### config.mk
export PLATFORM = sky130hd
export DESIGN_NAME = interrupt_controller
export DESIGN_NICKNAME = d
export VERILOG_FILES = /design/src/rtl/interrupt_controller.sv
export SDC_FILE = /design/constraint.sdc
export NUM_CORES = 1
export LEC_CHECK = 0
export CAP_MARGIN = 0
export CORE_ASPECT_RATIO = 0.9
export CORE_UTILIZATION = 35
export DETAILED_ROUTE_END_ITERATION = 10
export GPL_ROUTABILITY_DRIVEN = 0
export PLACE_DENSITY_LB_ADDON = 0.1
export SLEW_MARGIN = 0
export SYNTH_ARGS = -nofsm -noshare
export SYNTH_HDL_FRONTEND = slang
export SYNTH_SLANG_ARGS = --single-unit
### constraint.sdc
create_clock -name clk -period 1.3 [get_ports clk]
set_clock_uncertainty 0.05 [all_clocks]
set_input_delay 0.26 -clock clk [delete_from_list [all_inputs] [get_ports clk]]
set_output_delay 0.26 -clock clk [all_outputs]
set_load 0.05 [all_outputs]
### src/rtl/interrupt_controller.sv
// Interrupt controller: IF/IE registers, IME with delayed EI enable, and the
// dispatch handshake that resolves the highest-priority vector for the CPU.
module interrupt_controller (
    input  logic        clk,
    input  logic        reset_n,
    input  logic [15:0] bus_addr,
    input  logic [7:0]  bus_wdata,
    output logic [7:0]  bus_rdata,
    input  logic        bus_read_en,
    input  logic        bus_write_en,
    input  logic        vblank_req,
    input  logic        stat_req,
    input  logic        timer_req,
    input  logic        serial_req,
    input  logic        joypad_req,
    input  logic        ime_ei,
    input  logic        ime_di,
    input  logic        ime_reti,
    input  logic        instr_boundary,
    input  logic        dispatch_start,
    input  logic        dispatch_resolve,
    output logic        irq_pending,
    output logic        halt_wake,
    output logic        ime,
    output logic [15:0] vector,
    output logic        vector_valid
);

    localparam logic [15:0] ADDR_IF = 16'hFF0F;
    localparam logic [15:0] ADDR_IE = 16'hFFFF;

    typedef enum logic {
        IDLE,
        DISPATCH
    } state_t;

    state_t      state_q, state_d;
    logic [4:0]  if_q, if_d;
    logic [7:0]  ie_q, ie_d;
    logic        ime_q, ime_d;
    logic        ei_delay_q, ei_delay_d;
    logic [15:0] vector_q, vector_d;
    logic        vector_valid_q, vector_valid_d;

    logic [4:0]  req;
    logic        wr_if, wr_ie;
    logic [7:0]  ie_eff;
    logic [4:0]  match;
    logic [2:0]  top_idx;
    logic        start_fire, resolve_fire;
    logic [4:0]  clear_mask;

    assign req          = {joypad_req, serial_req, timer_req, stat_req, vblank_req};
    assign wr_if        = bus_write_en && (bus_addr == ADDR_IF);
    assign wr_ie        = bus_write_en && (bus_addr == ADDR_IE);
    assign start_fire   = (state_q == IDLE) && dispatch_start;
    assign resolve_fire = (state_q == DISPATCH) && dispatch_resolve;

    // A same-cycle IE write already counts at resolve time (DMG cancel behaviour).
    assign ie_eff = wr_ie ? bus_wdata : ie_q;
    assign match  = if_q & ie_eff[4:0];

    always_comb begin
        top_idx = 3'd0;
        for (int i = 4; i >= 0; i--) begin
            if (match[i]) begin
                top_idx = 3'(i);
            end
        end
    end

    assign clear_mask = (resolve_fire && (match != 5'd0)) ? (5'd1 << top_idx) : 5'd0;

    always_comb begin
        bus_rdata = 8'hFF;
        if (bus_read_en && (bus_addr == ADDR_IF)) begin
            bus_rdata = {3'b111, if_q};
        end else if (bus_read_en && (bus_addr == ADDR_IE)) begin
            bus_rdata = ie_q;
        end
    end

    // Request pulses are applied last so they win over writes and dispatch clears.
    always_comb begin
        if_d = wr_if ? bus_wdata[4:0] : if_q;
        if_d = if_d & ~clear_mask;
        if_d = if_d | req;
        ie_d = wr_ie ? bus_wdata : ie_q;
    end

    // Later assignments take precedence: DI beats everything, then dispatch start.
    always_comb begin
        ime_d      = ime_q;
        ei_delay_d = ei_delay_q;
        if (ei_delay_q && instr_boundary) begin
            ime_d      = 1'b1;
            ei_delay_d = 1'b0;
        end
        if (ime_ei) begin
            ei_delay_d = 1'b1;
        end
        if (ime_reti) begin
            ime_d = 1'b1;
        end
        if (start_fire) begin
            ime_d      = 1'b0;
            ei_delay_d = 1'b0;
        end
        if (ime_di) begin
            ime_d      = 1'b0;
            ei_delay_d = 1'b0;
        end
    end

    always_comb begin
        state_d        = state_q;
        vector_d       = vector_q;
        vector_valid_d = 1'b0;
        case (state_q)
            IDLE: begin
                if (dispatch_start) begin
                    state_d = DISPATCH;
                end
            end
            DISPATCH: begin
                if (dispatch_resolve) begin
                    state_d        = IDLE;
                    vector_valid_d = 1'b1;
                    if (match != 5'd0) begin
                        vector_d = 16'h0040 + {10'd0, top_idx, 3'd0};
                    end else begin
                        vector_d = 16'h0000;
                    end
                end
            end
            default: state_d = IDLE;
        endcase
    end

    always_ff @(posedge clk or negedge reset_n) begin
        if (!reset_n) begin
            state_q        <= IDLE;
            if_q           <= 5'd0;
            ie_q           <= 8'h00;
            ime_q          <= 1'b0;
            ei_delay_q     <= 1'b0;
            vector_q       <= 16'h0000;
            vector_valid_q <= 1'b0;
        end else begin
            state_q        <= state_d;
            if_q           <= if_d;
            ie_q           <= ie_d;
            ime_q          <= ime_d;
            ei_delay_q     <= ei_delay_d;
            vector_q       <= vector_d;
            vector_valid_q <= vector_valid_d;
        end
    end

    assign halt_wake    = |(if_q & ie_q[4:0]);
    assign irq_pending  = ime_q & halt_wake;
    assign ime          = ime_q;
    assign vector       = vector_q;
    assign vector_valid = vector_valid_q;

endmodule

==> impl_metrics.csv <==
group,metric,value,unit
final_layout,seq_area,526,µm²
clock_network,clockRootBuffer,"clkbuf_8",
die,fp.dieArea,3810,µm²
setup_path,critPathKind,"in2out",
global_routing,antenna_found_initial,0,
routing,ant_nets,0,
global_routing,grt_pass1_wl,6.54,mm
final_layout,final_cells,265,
final_layout,drive_above_1_share,0.534,
placed_design,pre_cts_ws,-996,ps
placed_design,dp.cells,248,
setup_path,crit_end,"bus_rdata[0]",
routing,drcViolationCount,0,
routing,drt_iter0_drc,45,
clock_network,path_clk_slew,80,ps
final_layout,final_cell_area,2520,µm²
final_layout,fillers,237,
clock_network,clock_latency,260,ps
clock_network,cts_max_level,1,
setup_path,regToRegSetupSlack,-190,ps
final_layout,final_util,0.742,
clock_network,clock-sinks,21,
placed_design,placedInstanceArea,2210,µm²
die,start_util,0.367,
die,io_pins,67,
global_routing,overflow,0,
setup_path,startpoint,"bus_addr[4]",
die,core,3400,µm²
routing,firstDrtPassIters,4,
sta,rsz0062_at_grt,"yes",
setup_path,cp-end-kind,"output pin",
die,die_h,58.7,µm
synth,synth_area_leader_cell,"dfrtp_1",
final_layout,multi_input_area,848,µm²
setup_path,timing.rr.end,"if_q[4]",
die,rows,20,
pwr,powerDensity,618,nW/µm²
global_routing,grt_usage,0.233,
outcome,status,"finished, violations left",
global_routing,grt_pass1_vias,1384,
clock_network,cts_tree,"yes",
setup_path,critPathLaunchType,"input port",
pwr,p_leak,1.17,nW
setup_path,rr_worst_depth,6,
run,cap_viol_max_count,0,
die,die_w,65.0,µm
final_layout,diodes,0,
sta,fin_crit,1740,ps
synth,synth_top_cells_by_area,"dfrtp_1 (42%), mux2_2 (9.9%), buf_4 (7.8%), mux2i_1 (5.6%), nand2_1 (3.9%)",
synth,netlist_instances,120,
synth,ys_types,33,
sta,min_period_over_period,1.34,
routing,routed_wl,4.17,mm
sta,layout_setup_ws,-443,ps
clock_network,ctsHoldBuffers,0,
placed_design,io_buffers,54,
routing,wl_per_cell,15.7,µm
setup_path,cp_data_arrival_time,1430,ps
synth,synth_area,1250,µm²
synth,ys_seq_elements,21,
final_layout,syn2layout_area_growth,102,%
synth,avgSynthCellArea,10.4,µm²
sta,slew_violations,0,
setup_path,required,990,ps
pwr,vdd_drop_max,465,µV
clock_network,clk_path_buf_depth,2,
sta,hold_violations,0,
final_layout,nets,261,
routing,viasPerCell,4.85,
synth,seq_area_frac_synth,0.420,
setup_path,r2r_start,"if_q[3]",
sta,setup_viol,25,
sta,max_freq,574,MHz
placed_design,dp_hpwl,2.84,mm
routing,vias,1286,
outcome,violations,"negative setup slack",
synth,yosys_warnings,0,
clock_network,cts_buffers,3,
synth,yosysTopAreaCellShare,0.420,
min_path,hp-class,"in2async",
setup_path,path_max_fanout,5,
global_routing,grt_start_max_net_pins,22,
worst min path at each step:
stage / depth (start not counted) / from / to / slack (ps)
final: 2 / reset_n / ie_q[4] / 280
after global routing: 2 / reset_n / ie_q[4] / 310
after CTS: 2 / reset_n / if_q[1] / 290
after detailed placement: 1 / ie_q[7] / ie_q[7] / 450
after global placement: 1 / ie_q[7] / ie_q[7] / 450
after floorplan: 0 / reset_n / ei_delay_q / -90
cell families (layout without fill, tap and decap cells):
logic type | Yosys count | after routing | share of synthesized area
DFF | 21 | 21 | 0.420
buffers and inverters | 17 | 107 | 0.0991
and+or+nand+nor | 42 | 42 | 0.196
other | 1 | 12 | 0.00300
muxes | 19 | 19 | 0.166
AOI/OAI and AO/OA | 20 | 20 | 0.115
registers in the layout, summed over array words and instances, names as in the netlist:
signal	flops
ime	1
state_q	1
vector	4
if_q	5
vector_valid	1
ei_delay_q	1
ie_q	8
metrics by stage:
| step | power, mW | TNS (ps) | hold WS [ps] |
|---|---|---|---|
| 2_1_floorplan | 0.901 | -6230 | -85.6 |
| 3_3_place_gp | 1.12 | -20420 | 445 |
| 3_5_place_dp | 1.13 | -21190 | 450 |
| 4_1_cts | 1.56 | -6670 | 289 |
| 5_1_grt | 1.62 | -8500 | 314 |
| 6_report | 1.56 | -7330 | 282 |
power by group:
part | leakage, nW | switching (mW) | internal [mW] | total [mW]
Combinational | 0.885 | 0.229 | 0.207 | 0.436
Clock | 0.0228 | 0.214 | 0.219 | 0.433
Sequential | 0.261 | 0.0186 | 0.673 | 0.692
Total | 1.17 | 0.462 | 1.10 | 1.56
cell usage in the layout, fill, tap and decap left out, drive strengths merged:
| cell | netlist | layout |
|---|---|---|
| mux2 | 11 | 11 |
| nand4 | 6 | 6 |
| a211oi | 1 | 1 |
| o21ai | 1 | 1 |
| nor4b | 1 | 1 |
| dlygate4sd2 | 0 | 2 |
| clkdlybuf4s50 | 0 | 20 |
| a31oi | 2 | 2 |
| nor3 | 3 | 3 |
| dfrtp | 21 | 21 |
| o21bai | 3 | 3 |
| or2 | 4 | 4 |
| and4 | 3 | 3 |
| and2 | 2 | 2 |
| o41ai | 1 | 1 |
| conb | 1 | 12 |
| mux2i | 8 | 8 |
| inv | 3 | 3 |
| buf | 14 | 78 |
| a21oi | 4 | 4 |
| o22a | 5 | 5 |
| nor2b | 1 | 1 |
| nand2 | 13 | 13 |
| nor2 | 5 | 5 |
| and3 | 1 | 1 |
| a22oi | 1 | 1 |
| nor4 | 2 | 2 |
| clkbuf | 0 | 4 |
| nor3b | 1 | 1 |
| a22o | 1 | 1 |
| a21o | 1 | 1 |
worst max-delay path: stages:
cell,delay (ps)
buf_6,90
buf_6,100
nor4_4,280
nand4_1,150
buf_6,160
o22a_4,230
buf_8,150
Yosys cell counts:
cell type,number
inv_1,3
a31oi_1,2
o21ai_0,1
o22a_1,5
nand4_1,6
and3_1,1
conb_1,1
a21o_1,1
o41ai_1,1
a211oi_1,1
nor2b_1,1
mux2_2,11
buf_8,1
a21oi_1,4
nor4b_1,1
o21bai_1,3
buf_4,13
nor3b_1,1
and4_1,2
nand2_1,13
nor2_2,1
nor3_1,3
nor4_1,1
mux2i_1,7
mux2i_2,1
a22o_1,1
dfrtp_1,21
nor2_1,4
and4_4,1
or2_2,4
a22oi_1,1
nor4_4,1
and2_1,2
timing repair:
item / CTS / global route
resized for setup: 92 / 17
setup endpoints to repair: 27 / 27
setup buffers: 9 / 6
cloned: 1 / 0
pin swaps: 22 / 14
endpoints found under the hold margin: 0 / 0
area by class of cell:
| type | instances | area share |
|---|---|---|
| repair buffers | 100 | 0.412 |
| multi-input cells | 93 | 0.336 |
| inverters | 3 | 0.00446 |
| clock buffers | 4 | 0.0178 |
| flip-flops and latches | 21 | 0.208 |
| well taps | 44 | 0.0218 |
per-layer routing:
metal | share of wire | GRT usage
met1 | 0.41 | 0.261
met2 | 0.53 | 0.429
met3 | 0.041 | 0.0523
met4 | 0.017 | 0.0889
met5 | 0 | 0
Power figures use the tool's default switching activity.
